<file path="src/rtl/uart_core_cfg_pkg.sv">
// Shared definitions for the configurable UART core: FSM state encoding and oversampling rate.
package uart_core_cfg_pkg;

  localparam int unsigned OVERSAMPLE = 16;
  localparam int unsigned HALF_BIT   = OVERSAMPLE / 2;

  typedef enum logic [2:0] {
    StIdle,
    StStart,
    StData,
    StParity,
    StStop
  } uart_state_e;

endpackage

</file>
<file path="src/rtl/uart_sync_fifo.sv">
// Show-ahead synchronous FIFO with occupancy output; a read alongside a write lets a full FIFO
// accept the write.
module uart_sync_fifo #(
  parameter int unsigned WIDTH = 8,
  parameter int unsigned AW    = 4
) (
  input  logic             i_clk,
  input  logic             i_rst_n,
  input  logic             i_wr,
  input  logic [WIDTH-1:0] i_wdata,
  input  logic             i_rd,
  output logic [WIDTH-1:0] o_rdata,
  output logic             o_empty,
  output logic             o_full,
  output logic [AW:0]      o_level
);

  localparam int unsigned Depth = 2 ** AW;
  localparam logic [AW:0] FullCount = (AW + 1)'(Depth);

  logic [WIDTH-1:0] r_mem [Depth];
  logic [AW-1:0]    r_wr_ptr;
  logic [AW-1:0]    r_rd_ptr;
  logic [AW:0]      r_count;
  logic             w_wr_en;
  logic             w_rd_en;

  assign o_empty = (r_count == '0);
  assign o_full  = (r_count == FullCount);
  assign o_level = r_count;
  assign o_rdata = r_mem[r_rd_ptr];

  assign w_rd_en = i_rd & ~o_empty;
  assign w_wr_en = i_wr & (~o_full | w_rd_en);

  always_ff @(posedge i_clk or negedge i_rst_n) begin
    if (!i_rst_n) begin
      r_wr_ptr <= '0;
      r_rd_ptr <= '0;
      r_count  <= '0;
    end else begin
      if (w_wr_en) r_wr_ptr <= r_wr_ptr + 1'b1;
      if (w_rd_en) r_rd_ptr <= r_rd_ptr + 1'b1;
      case ({w_wr_en, w_rd_en})
        2'b10:   r_count <= r_count + 1'b1;
        2'b01:   r_count <= r_count - 1'b1;
        default: r_count <= r_count;
      endcase
    end
  end

  // Storage carries no reset; contents are only observed when non-empty.
  always_ff @(posedge i_clk) begin
    if (w_wr_en) r_mem[r_wr_ptr] <= i_wdata;
  end

endmodule

</file>
<file path="src/rtl/uart_core_cfg.sv">
// UART core with runtime parity/stop modes: baud tick generator, RX/TX FSMs and two FIFOs.
// RX FIFO words carry {frame_err, parity_err, data}.
module uart_core_cfg
  import uart_core_cfg_pkg::*;
#(
  parameter int unsigned DBIT     = 8,
  parameter int unsigned SB_TICK  = 16,
  parameter int unsigned FIFO_AW  = 4,
  parameter int unsigned DIV_BITS = 11
) (
  input  logic                clk,
  input  logic                reset,
  input  logic [DIV_BITS-1:0] baud_div,
  input  logic                parity_en,
  input  logic                parity_odd,
  input  logic                stop2,
  input  logic                rx,
  output logic [DBIT-1:0]     r_data,
  output logic                rx_parity_err,
  output logic                rx_frame_err,
  input  logic                rd_uart,
  output logic                rx_empty,
  output logic [FIFO_AW:0]    rx_level,
  output logic                rx_overrun,
  input  logic                clr_overrun,
  input  logic [DBIT-1:0]     w_data,
  input  logic                wr_uart,
  output logic                tx_full,
  output logic [FIFO_AW:0]    tx_level,
  output logic                tx,
  output logic                tx_busy
);

  localparam int unsigned TickW = ($clog2(2 * SB_TICK) > 4) ? $clog2(2 * SB_TICK) : 4;
  localparam int unsigned BitW  = $clog2(DBIT + 1);
  localparam logic [TickW-1:0] BitLast   = TickW'(OVERSAMPLE - 1);
  localparam logic [TickW-1:0] HalfLast  = TickW'(HALF_BIT - 1);
  localparam logic [TickW-1:0] Stop1Last = TickW'(SB_TICK - 1);
  localparam logic [TickW-1:0] Stop2Last = TickW'(2 * SB_TICK - 1);
  localparam logic [BitW-1:0]  DataLast  = BitW'(DBIT - 1);

  // Baud tick; >= keeps the counter sane if baud_div is lowered mid-count.
  logic [DIV_BITS-1:0] r_tick_cnt;
  logic                w_tick;

  assign w_tick = (r_tick_cnt >= baud_div);

  always_ff @(posedge clk or negedge reset) begin
    if (!reset)      r_tick_cnt <= '0;
    else if (w_tick) r_tick_cnt <= '0;
    else             r_tick_cnt <= r_tick_cnt + 1'b1;
  end

  logic r_rx_meta;
  logic r_rx_sync;

  always_ff @(posedge clk or negedge reset) begin
    if (!reset) begin
      r_rx_meta <= 1'b1;
      r_rx_sync <= 1'b1;
    end else begin
      r_rx_meta <= rx;
      r_rx_sync <= r_rx_meta;
    end
  end

  // Receiver
  uart_state_e      r_rx_state;
  logic [TickW-1:0] r_rx_s;
  logic [BitW-1:0]  r_rx_n;
  logic [DBIT-1:0]  r_rx_shift;
  logic             r_rx_par_en;
  logic             r_rx_odd;
  logic             r_rx_stop2;
  logic             r_rx_par_err;
  logic             r_rx_push;
  logic [DBIT+1:0]  r_rx_word;
  logic [TickW-1:0] w_rx_stop_last;

  assign w_rx_stop_last = r_rx_stop2 ? Stop2Last : Stop1Last;

  always_ff @(posedge clk or negedge reset) begin
    if (!reset) begin
      r_rx_state   <= StIdle;
      r_rx_s       <= '0;
      r_rx_n       <= '0;
      r_rx_shift   <= '0;
      r_rx_par_en  <= 1'b0;
      r_rx_odd     <= 1'b0;
      r_rx_stop2   <= 1'b0;
      r_rx_par_err <= 1'b0;
      r_rx_push    <= 1'b0;
      r_rx_word    <= '0;
    end else begin
      r_rx_push <= 1'b0;
      case (r_rx_state)
        StIdle: begin
          if (!r_rx_sync) begin
            r_rx_state <= StStart;
            r_rx_s     <= '0;
          end
        end
        StStart: begin
          if (w_tick) begin
            if (r_rx_s == HalfLast) begin
              r_rx_s <= '0;
              if (!r_rx_sync) begin
                r_rx_state   <= StData;
                r_rx_n       <= '0;
                r_rx_par_en  <= parity_en;
                r_rx_odd     <= parity_odd;
                r_rx_stop2   <= stop2;
                r_rx_par_err <= 1'b0;
              end else begin
                r_rx_state <= StIdle;
              end
            end else begin
              r_rx_s <= r_rx_s + 1'b1;
            end
          end
        end
        StData: begin
          if (w_tick) begin
            if (r_rx_s == BitLast) begin
              r_rx_s     <= '0;
              r_rx_shift <= {r_rx_sync, r_rx_shift[DBIT-1:1]};
              if (r_rx_n == DataLast) r_rx_state <= r_rx_par_en ? StParity : StStop;
              else                    r_rx_n <= r_rx_n + 1'b1;
            end else begin
              r_rx_s <= r_rx_s + 1'b1;
            end
          end
        end
        StParity: begin
          if (w_tick) begin
            if (r_rx_s == BitLast) begin
              r_rx_s       <= '0;
              r_rx_par_err <= r_rx_sync ^ (^r_rx_shift) ^ r_rx_odd;
              r_rx_state   <= StStop;
            end else begin
              r_rx_s <= r_rx_s + 1'b1;
            end
          end
        end
        StStop: begin
          if (w_tick) begin
            if (r_rx_s == w_rx_stop_last) begin
              r_rx_push  <= 1'b1;
              r_rx_word  <= {~r_rx_sync, r_rx_par_err, r_rx_shift};
              r_rx_state <= StIdle;
            end else begin
              r_rx_s <= r_rx_s + 1'b1;
            end
          end
        end
        default: r_rx_state <= StIdle;
      endcase
    end
  end

  logic [DBIT+1:0] w_rx_head;
  logic            w_rx_empty;
  logic            w_rx_full;

  uart_sync_fifo #(
    .WIDTH (DBIT + 2),
    .AW    (FIFO_AW)
  ) u_rx_fifo (
    .i_clk   (clk),
    .i_rst_n (reset),
    .i_wr    (r_rx_push),
    .i_wdata (r_rx_word),
    .i_rd    (rd_uart),
    .o_rdata (w_rx_head),
    .o_empty (w_rx_empty),
    .o_full  (w_rx_full),
    .o_level (rx_level)
  );

  assign rx_empty      = w_rx_empty;
  assign r_data        = w_rx_head[DBIT-1:0];
  assign rx_parity_err = w_rx_head[DBIT] & ~w_rx_empty;
  assign rx_frame_err  = w_rx_head[DBIT+1] & ~w_rx_empty;

  // A full FIFO still accepts the push when the same cycle pops.
  logic r_overrun;

  always_ff @(posedge clk or negedge reset) begin
    if (!reset)                                r_overrun <= 1'b0;
    else if (clr_overrun)                      r_overrun <= 1'b0;
    else if (r_rx_push & w_rx_full & ~rd_uart) r_overrun <= 1'b1;
  end

  assign rx_overrun = r_overrun;

  // Transmitter
  logic [DBIT-1:0] w_tx_head;
  logic            w_tx_empty;
  logic            w_tx_pop;

  uart_state_e      r_tx_state;
  logic [TickW-1:0] r_tx_s;
  logic [BitW-1:0]  r_tx_n;
  logic [DBIT-1:0]  r_tx_shift;
  logic             r_tx_par;
  logic             r_tx_par_en;
  logic             r_tx_stop2;
  logic             r_tx;
  logic             r_tx_busy;
  logic [TickW-1:0] w_tx_stop_last;

  assign w_tx_pop       = (r_tx_state == StIdle) & w_tick & ~w_tx_empty;
  assign w_tx_stop_last = r_tx_stop2 ? Stop2Last : Stop1Last;

  uart_sync_fifo #(
    .WIDTH (DBIT),
    .AW    (FIFO_AW)
  ) u_tx_fifo (
    .i_clk   (clk),
    .i_rst_n (reset),
    .i_wr    (wr_uart),
    .i_wdata (w_data),
    .i_rd    (w_tx_pop),
    .o_rdata (w_tx_head),
    .o_empty (w_tx_empty),
    .o_full  (tx_full),
    .o_level (tx_level)
  );

  always_ff @(posedge clk or negedge reset) begin
    if (!reset) begin
      r_tx_state  <= StIdle;
      r_tx_s      <= '0;
      r_tx_n      <= '0;
      r_tx_shift  <= '0;
      r_tx_par    <= 1'b0;
      r_tx_par_en <= 1'b0;
      r_tx_stop2  <= 1'b0;
      r_tx        <= 1'b1;
      r_tx_busy   <= 1'b0;
    end else begin
      case (r_tx_state)
        StIdle: begin
          if (w_tx_pop) begin
            r_tx_state  <= StStart;
            r_tx_s      <= '0;
            r_tx_shift  <= w_tx_head;
            r_tx_par    <= (^w_tx_head) ^ parity_odd;
            r_tx_par_en <= parity_en;
            r_tx_stop2  <= stop2;
            r_tx        <= 1'b0;
            r_tx_busy   <= 1'b1;
          end
        end
        StStart: begin
          if (w_tick) begin
            if (r_tx_s == BitLast) begin
              r_tx_s     <= '0;
              r_tx_n     <= '0;
              r_tx_state <= StData;
              r_tx       <= r_tx_shift[0];
            end else begin
              r_tx_s <= r_tx_s + 1'b1;
            end
          end
        end
        StData: begin
          if (w_tick) begin
            if (r_tx_s == BitLast) begin
              r_tx_s <= '0;
              if (r_tx_n == DataLast) begin
                r_tx_state <= r_tx_par_en ? StParity : StStop;
                r_tx       <= r_tx_par_en ? r_tx_par : 1'b1;
              end else begin
                r_tx_n     <= r_tx_n + 1'b1;
                r_tx_shift <= {1'b0, r_tx_shift[DBIT-1:1]};
                r_tx       <= r_tx_shift[1];
              end
            end else begin
              r_tx_s <= r_tx_s + 1'b1;
            end
          end
        end
        StParity: begin
          if (w_tick) begin
            if (r_tx_s == BitLast) begin
              r_tx_s     <= '0;
              r_tx_state <= StStop;
              r_tx       <= 1'b1;
            end else begin
              r_tx_s <= r_tx_s + 1'b1;
            end
          end
        end
        StStop: begin
          if (w_tick) begin
            if (r_tx_s == w_tx_stop_last) begin
              r_tx_state <= StIdle;
              r_tx_busy  <= 1'b0;
            end else begin
              r_tx_s <= r_tx_s + 1'b1;
            end
          end
        end
        default: begin
          r_tx_state <= StIdle;
          r_tx       <= 1'b1;
          r_tx_busy  <= 1'b0;
        end
      endcase
    end
  end

  assign tx      = r_tx;
  assign tx_busy = r_tx_busy;

endmodule

</file>
<file path="config.mk">
export PLATFORM = sky130hd
export DESIGN_NAME = uart_core_cfg
export DESIGN_NICKNAME = d
export VERILOG_FILES = /design/src/rtl/uart_core_cfg_pkg.sv /design/src/rtl/uart_sync_fifo.sv /design/src/rtl/uart_core_cfg.sv
export SDC_FILE = /design/constraint.sdc
export NUM_CORES = 1
export LEC_CHECK = 0
export BUFFER_PORTS_ARGS = -buffer_cell sky130_fd_sc_hd__clkbuf_2
export CORE_UTILIZATION = 40
export CTS_CLUSTER_SIZE = 40
export DETAILED_ROUTE_END_ITERATION = 10
export SYNTH_ARGS = -nofsm -noshare
export SYNTH_HDL_FRONTEND = slang
export SYNTH_SLANG_ARGS = --single-unit
</file>
<file path="constraint.sdc">
create_clock -name clk -period 5.5 [get_ports clk]
set_clock_uncertainty 0.15 [all_clocks]
set_input_delay 0 -clock clk [delete_from_list [all_inputs] [get_ports clk]]
set_output_delay 0 -clock clk [all_outputs]
set_load 0.1 [all_outputs]
</file>
==> results.py, run 1 <==
metrics = {
    "finish": {
        "area_growth_pct": 14.0,
        "diodes": 0,
        "drive_above_1_share": 0.210,
        "nNetsFinal": 1150,
        "nFillCells": 3441,
    },
    "sta": {
        "tns_ns": 0,
        "finalHoldViolations": 0,
        "tightest_slew_ns": 1.12,
        "rsz0062_at_grt": "false",
        "period_minus_slack_ns": 3.69,
        "max_freq_mhz": 271,
        "slew_headroom": 0.256,
        "post-route-period-util": 0.671,
        "setup_viol": 0,
        "slew_viol_final": 0,
    },
    "synth": {
        "synthTopCellsByCount": "288 x edfxtp_1, 97 x dfrtp_1, 74 x mux4_2",
        "syn-cell-area_um2": 16600,
        "synth.distinct_cells": 57,
        "synth_nets": 1066,
        "avgSynthCellArea_um2": 16.6,
        "ys_async_sr_fraction": 0.258,
        "ys_top_cells_by_area": "edfxtp_1 52%, dfrtp_1 15%, mux4_2 10%",
        "yosysWarnings": 0,
        "seq_area_frac_synth": 0.674,
        "ys_seq_elements": 388,
        "syn_inst": 998,
        "ys.flop_type": "edfxtp_1",
        "synth.most_common_cell": "edfxtp_1",
        "synth_edf_count": 288,
        "yosysTopAreaCell": "edfxtp_1",
        "synth_top_cell_area_share": 0.522,
    },
    "clock_network": {
        "h-tree-depth": 2,
        "cts_buffers": 41,
        "cts_tree": "done",
        "root_buffer": "clkbuf_16",
        "path_clk_slew_ns": 0.06,
        "cts_sinks": 388,
        "clock_latency_ns": 0.55,
        "post-cts-setup-buffer-count": 0,
        "cts_resized": 0,
        "holdBufCountCts": 22,
        "clockBufferDepth": 3,
    },
    "setup_path": {
        "cp_max_fo": 7,
        "max_stage_delay_ns": 0.41,
        "slowest_stage": "dfrtp_1",
        "cp.arrival_ns": 3.98,
        "required_ns": 5.79,
        "start_kind": "register",
        "critPathKind": "register to register",
        "critPathTopFamily": "compound AO/OA/AOI/OAI gates",
        "cp-end-kind": "register",
        "cp_num_buf_inv": 1,
        "crit_chain": "ha_1 -> a21o_1 -> a21o_1 -> a21oi_1 -> o21a_1 -> o21ai_2 -> a211o_1 -> and2_1 -> inv_1 -> ha_1 -> ha_1 -> a21o_1 -> a21oi_1 -> xor2_1 -> nor2_1 -> xnor2_1",
    },
    "global_route": {
        "antenna_found_initial": 1,
        "grt_pass1_vias": 8668,
        "grt_max_degree": 51,
        "grt-ovfl-total": 0,
        "grt_pass1_wl_mm": 50.4,
        "grt.total_usage": 0.158,
    },
    "power_and_ir_drop": {
        "power_density_nw_per_um2": 473,
        "p_clk_frac": 0.293,
        "seqPwrFrac": 0.441,
        "power.total_mw": 8.93,
        "internal_power_mw": 5.98,
        "ir_drop_mv": 0.233,
        "power_switching_share": 0.330,
        "cellLeakagePower_nw": 7.23,
        "switching_power_mw": 2.94,
        "pwr-share-comb": 0.266,
    },
    "floorplan": {
        "die_w_um": 205,
        "fp-row-count": 74,
        "start_util": 0.405,
        "core-area_um2": 40800,
        "die_h_um": 205,
        "ios": 53,
        "die_area_um2": 42200,
    },
    "drt": {
        "drt-total-wl_mm": 31.9,
        "vias": 8561,
        "drc": 0,
        "avgRoutedWirePerCell_um": 19.4,
        "firstDrtPassIters": 4,
        "via_per_inst": 5.20,
        "drtIter0Drc": 607,
        "ant_nets": 0,
    },
    "run": {
        "drv_cap": 0,
    },
    "place": {
        "port_buffers": 52,
        "place_congestion": 0.781,
        "hpwlAfterDp_mm": 19.9,
    },
    "run_status": {
        "status": "completed",
    },
    "min_path": {
        "hp-class": "input pin to register",
    },
}
-- flip-flops by register name, summed over array words and instances (netlist names), 5 cells and up --
| name | flops |
|---|---|
| u_rx_fifo.o_level | 5 |
| u_rx_fifo.r_mem | 160 |
| r_tx_shift | 8 |
| r_rx_shift | 8 |
| r_tick_cnt | 11 |
| r_tx_s | 5 |
| u_tx_fifo.r_mem | 128 |
| r_rx_word | 10 |
| r_rx_s | 5 |
| u_tx_fifo.o_level | 5 |
-- through the flow --
stage	setup WS (ns)	std cells	instance area [um2]	hold slack (ns)	util
2_1_floorplan	0.912	998	16600	-0.446	-
3_3_place_gp	1.89	1549	17400	-0.0614	0.425
3_5_place_dp	1.81	1549	17400	-0.0585	0.425
4_1_cts	1.80	1645	18900	0.0702	0.462
5_1_grt	1.54	1645	18900	0.105	0.462
6_report	1.81	1645	18900	0.0833	0.462
-- area by class of cell --
class / count / area [um2] / area share
sequential: 388 / 11200 / 0.591
multi-input combinational: 533 / 5080 / 0.269
clock buffer: 52 / 1130 / 0.0599
tap: 532 / 666 / 0.0353
timing repair buffer: 84 / 576 / 0.0305
clock inverter: 22 / 134 / 0.00709
inverter: 34 / 128 / 0.00676
-- cell families (layout without fill, tap and decap cells) --
family          count (synthesis)  after routing  synth area share
xor+xnor                       51             51            0.0274
buf+inv                        77            192            0.0195
mux                           125            125             0.145
fa+ha+maj                      40             40            0.0311
flops                         388            388             0.674
simple gates                  210            210            0.0632
compound gates                107            107            0.0402
-- tightest hold or removal path, delay by kind of cell --
family / cells / cell delay, ns
compound gates: 4 / 0.49
buf+inv: 2 / 0.13
fa+ha+maj: 1 / 0.14
-- path summary, 6_finish.rpt --
| kind | from | to | slack (ns) | cells after the start |
|---|---|---|---|---|
| setup / recovery | r_tick_cnt[4] | u_tx_fifo.o_level[4] | 1.81 | 16 |
| hold / removal | baud_div[9] | tx_busy | 0.08 | 7 |
| setup reg to reg | r_tick_cnt[4] | u_tx_fifo.o_level[4] | 1.81 | 16 |
| hold reg to reg | r_rx_meta | r_rx_sync | 0.22 | 0 |
| max in group asynchronous | reset | u_rx_fifo.r_rd_ptr[0] | 4.13 | 4 |
| min in group asynchronous | reset | r_rx_meta | 0.42 | 3 |
-- per-layer routing --
| layer | vias to the layer above | wire length (um) | global-route usage |
|---|---|---|---|
| met5 | - | 0 | 0 |
| met4 | 0 | 666 | 0.0442 |
| met3 | 47 | 1080 | 0.0309 |
| met2 | 118 | 15800 | 0.263 |
| met1 | 4387 | 14300 | 0.211 |
| li1 | 4009 | - | - |
-- power by group through the flow --
stage | Clock, mW | Sequential (mW) | Combinational [mW]
finish | 2.61 | 3.94 | 2.38
global route | 2.80 | 4.01 | 2.60
CTS | 2.68 | 3.95 | 2.41
detailed placement | 0 | 4.01 | 2.39
global placement | 0 | 4.00 | 2.37
floorplan | 0 | 3.93 | 1.93
-- placed cells by master, fill, tap and decap left out, types with 15 or more instances in the layout --
cell type,instances
inv_1,34
nand2_1,59
nor2b_1,15
edfxtp_1,288
mux2_2,28
clkbuf_16,43
xnor2_1,34
mux4_2,74
dlygate4sd3_1,21
and2_1,21
ha_1,38
nor2_1,44
nand3_1,20
o21ai_0,39
clkbuf_2,51
a21oi_1,24
xor2_1,16
dfrtp_1,93
No activity file was read; power rests on OpenSTA's default activity.
==> run 2: changes to the inputs <==
Clock period 5.5 ns to 3.2 ns, I/O delays scaled along.
==> run 2 against run 1 <==
Against the previous run:
- critical path depth unchanged
- count of clock-buffer cells in the layout decreased by 2
- non-clock buffer count increased by 34
- highest routed layer unchanged
- power increased by 78%
- register-to-register slack got worse by 1.7 ns
- maximum frequency increased by 19%
- die area unchanged
- hold slack improved by 0.038 ns
- first-iteration DRC count decreased by 11%
==> results.py, run 2 (synthesis gave the netlist of run 1 again) <==
metrics = {
    "setup_path": {
        "start_kind": "register",
        "cp.arrival_ns": 3.37,
        "r2r_start": "r_tick_cnt[4]",
        "critPathKind": "register to register",
        "required_ns": 3.46,
        "setup.worst_path.start": "r_tick_cnt[4]",
        "cp-end-kind": "register",
        "cp_max_fo": 4,
    },
    "sta": {
        "period_minus_slack_ns": 3.11,
        "max_freq_mhz": 321,
        "post-route-period-util": 0.972,
        "slew_headroom": 0.404,
        "tightest_slew_ns": 0.893,
        "rsz0062_at_grt": "true",
        "layout_setup_ws_ns": 0.0890,
        "setup_viol": 0,
        "slew_viol_final": 0,
        "finalHoldViolations": 0,
    },
    "finish": {
        "diodes": 0,
        "reg_top3": "u_rx_fifo.r_mem (160), u_tx_fifo.r_mem (128), r_tick_cnt (11)",
        "final_common_cell": "edfxtp_1",
        "final_cell_mix": "288 x edfxtp_1, 87 x dfrtp_1, 74 x mux4_2, 59 x nand2_1, 51 x clkbuf_2",
        "largest_register_ffs": 160,
        "nNetsFinal": 1184,
        "area_growth_pct": 17.0,
        "nFillCells": 3495,
        "fin_area_um2": 19400,
        "final_core_util": 0.474,
        "top_register": "u_rx_fifo.r_mem",
        "drive_above_1_share": 0.261,
    },
    "power_and_ir_drop": {
        "power.total_mw": 15.9,
        "power_density_nw_per_um2": 821,
        "power_switching_share": 0.323,
        "cellLeakagePower_nw": 7.43,
        "internal_power_mw": 10.8,
        "p_clk_frac": 0.293,
        "switching_power_mw": 5.13,
        "ir_drop_mv": 0.797,
        "seqPwrFrac": 0.406,
        "pwr-share-comb": 0.301,
    },
    "clock_network": {
        "clock_latency_ns": 0.53,
        "path_clk_slew_ns": 0.06,
        "cts_sinks": 388,
        "cts_buffers": 41,
        "cts_tree": "done",
        "h-tree-depth": 2,
        "root_buffer": "clkbuf_16",
        "clockBufferDepth": 3,
    },
    "drt": {
        "firstDrtPassIters": 5,
        "drc": 0,
        "vias": 8627,
        "drtIter0Drc": 543,
        "ant_nets": 0,
        "via_per_inst": 5.14,
        "drt-total-wl_mm": 30.4,
        "avgRoutedWirePerCell_um": 18.1,
    },
    "floorplan": {
        "start_util": 0.405,
        "die_h_um": 205,
        "die_area_um2": 42200,
        "fp-row-count": 74,
        "core-area_um2": 40800,
        "ios": 53,
        "die_w_um": 205,
    },
    "min_path": {
        "hp-class": "input pin to register",
        "worstHoldStart": "parity_en",
    },
    "place": {
        "port_buffers": 52,
        "place_congestion": 0.762,
        "pre_cts_ws_ns": -0.0637,
        "placed_cell_area_um2": 17800,
        "hpwlAfterDp_mm": 20.5,
    },
    "global_route": {
        "antenna_found_initial": 0,
        "grt-ovfl-total": 0,
        "grt_pass1_vias": 8702,
        "grt.total_usage": 0.149,
        "grt_pass1_wl_mm": 48.7,
        "grt_max_degree": 54,
    },
    "run": {
        "drv_cap": 0,
    },
    "run_status": {
        "status": "completed",
    },
}
[run 2: area by class of cell]
class	count	area, um2	area share
Sequential cell	388	11200	0.577
Multi-Input combinational cell	533	5210	0.269
Clock buffer	50	1070	0.0552
Tap cell	532	666	0.0344
Timing Repair Buffer	118	857	0.0443
Inverter	34	135	0.00698
Clock inverter	24	251	0.0130
[run 2: timing repair]
action | in CTS | in global routing
hold buffers | 21 | 0
setup endpoints to repair | 2 | 21
buffers inserted | 0 | 2
pin swaps | 7 | 13
gates resized for setup | 2 | 6
hold endpoints to repair | 266 | 0
[run 2: final timing paths]
path / endpoint / slack (ns) / cells after the start
worst max-delay path: u_tx_fifo.o_level[3] / 0.09 / 16
worst min-delay path: r_tx_par_en / 0.12 / 4
worst max register to register: u_tx_fifo.o_level[3] / 0.09 / 16
worst min register to register: r_rx_sync / 0.22 / 0
max in group asynchronous: u_tx_fifo.o_level[1] / 2.10 / 4
min in group asynchronous: r_rx_sync / 0.48 / 3
[run 2: stage by stage]
stage | TNS [ns] | std cells | hold WS, ns
floorplan | -0.520 | 998 | -0.446
global placement | -0.0192 | 1582 | -0.0354
detailed placement | -0.126 | 1582 | -0.0365
CTS | 0 | 1677 | 0.121
global route | -0.154 | 1679 | 0.146
finish | 0 | 1679 | 0.122
[run 2: power groups by stage]
| stage | sequential [mW] | clock (mW) | combinational (mW) |
|---|---|---|---|
| 6_report | 6.46 | 4.65 | 4.78 |
| 5_1_grt | 6.55 | 4.97 | 5.21 |
| 4_1_cts | 6.47 | 4.79 | 4.87 |
| 3_5_place_dp | 6.56 | 0 | 4.82 |
| 3_3_place_gp | 6.55 | 0 | 4.76 |
| 2_1_floorplan | 6.79 | 0 | 3.39 |
[run 2: critical path, cell delays in order (launching register included)]
cell and delay (ns):
dfrtp_1 0.40, ha_4 0.22, a21o_1 0.17, a21o_1 0.15, a21oi_1 0.11, o21a_2 0.19
o21ai_4 0.07, a211o_1 0.32, and2_4 0.16, inv_4 0.05, ha_4 0.17, buf_6 0.11
ha_4 0.18, a21o_1 0.18, a21oi_2 0.14, xor2_1 0.15, o21ai_1 0.07
[run 2: layer usage]
layer	up-vias	wire length, um	global-route usage	share of wire
li1	4073	-	-	-
met1	4373	13800	0.199	0.46
met2	134	14900	0.249	0.49
met3	47	1080	0.0268	0.035
met4	0	588	0.0405	0.019
met5	-	0	0	0
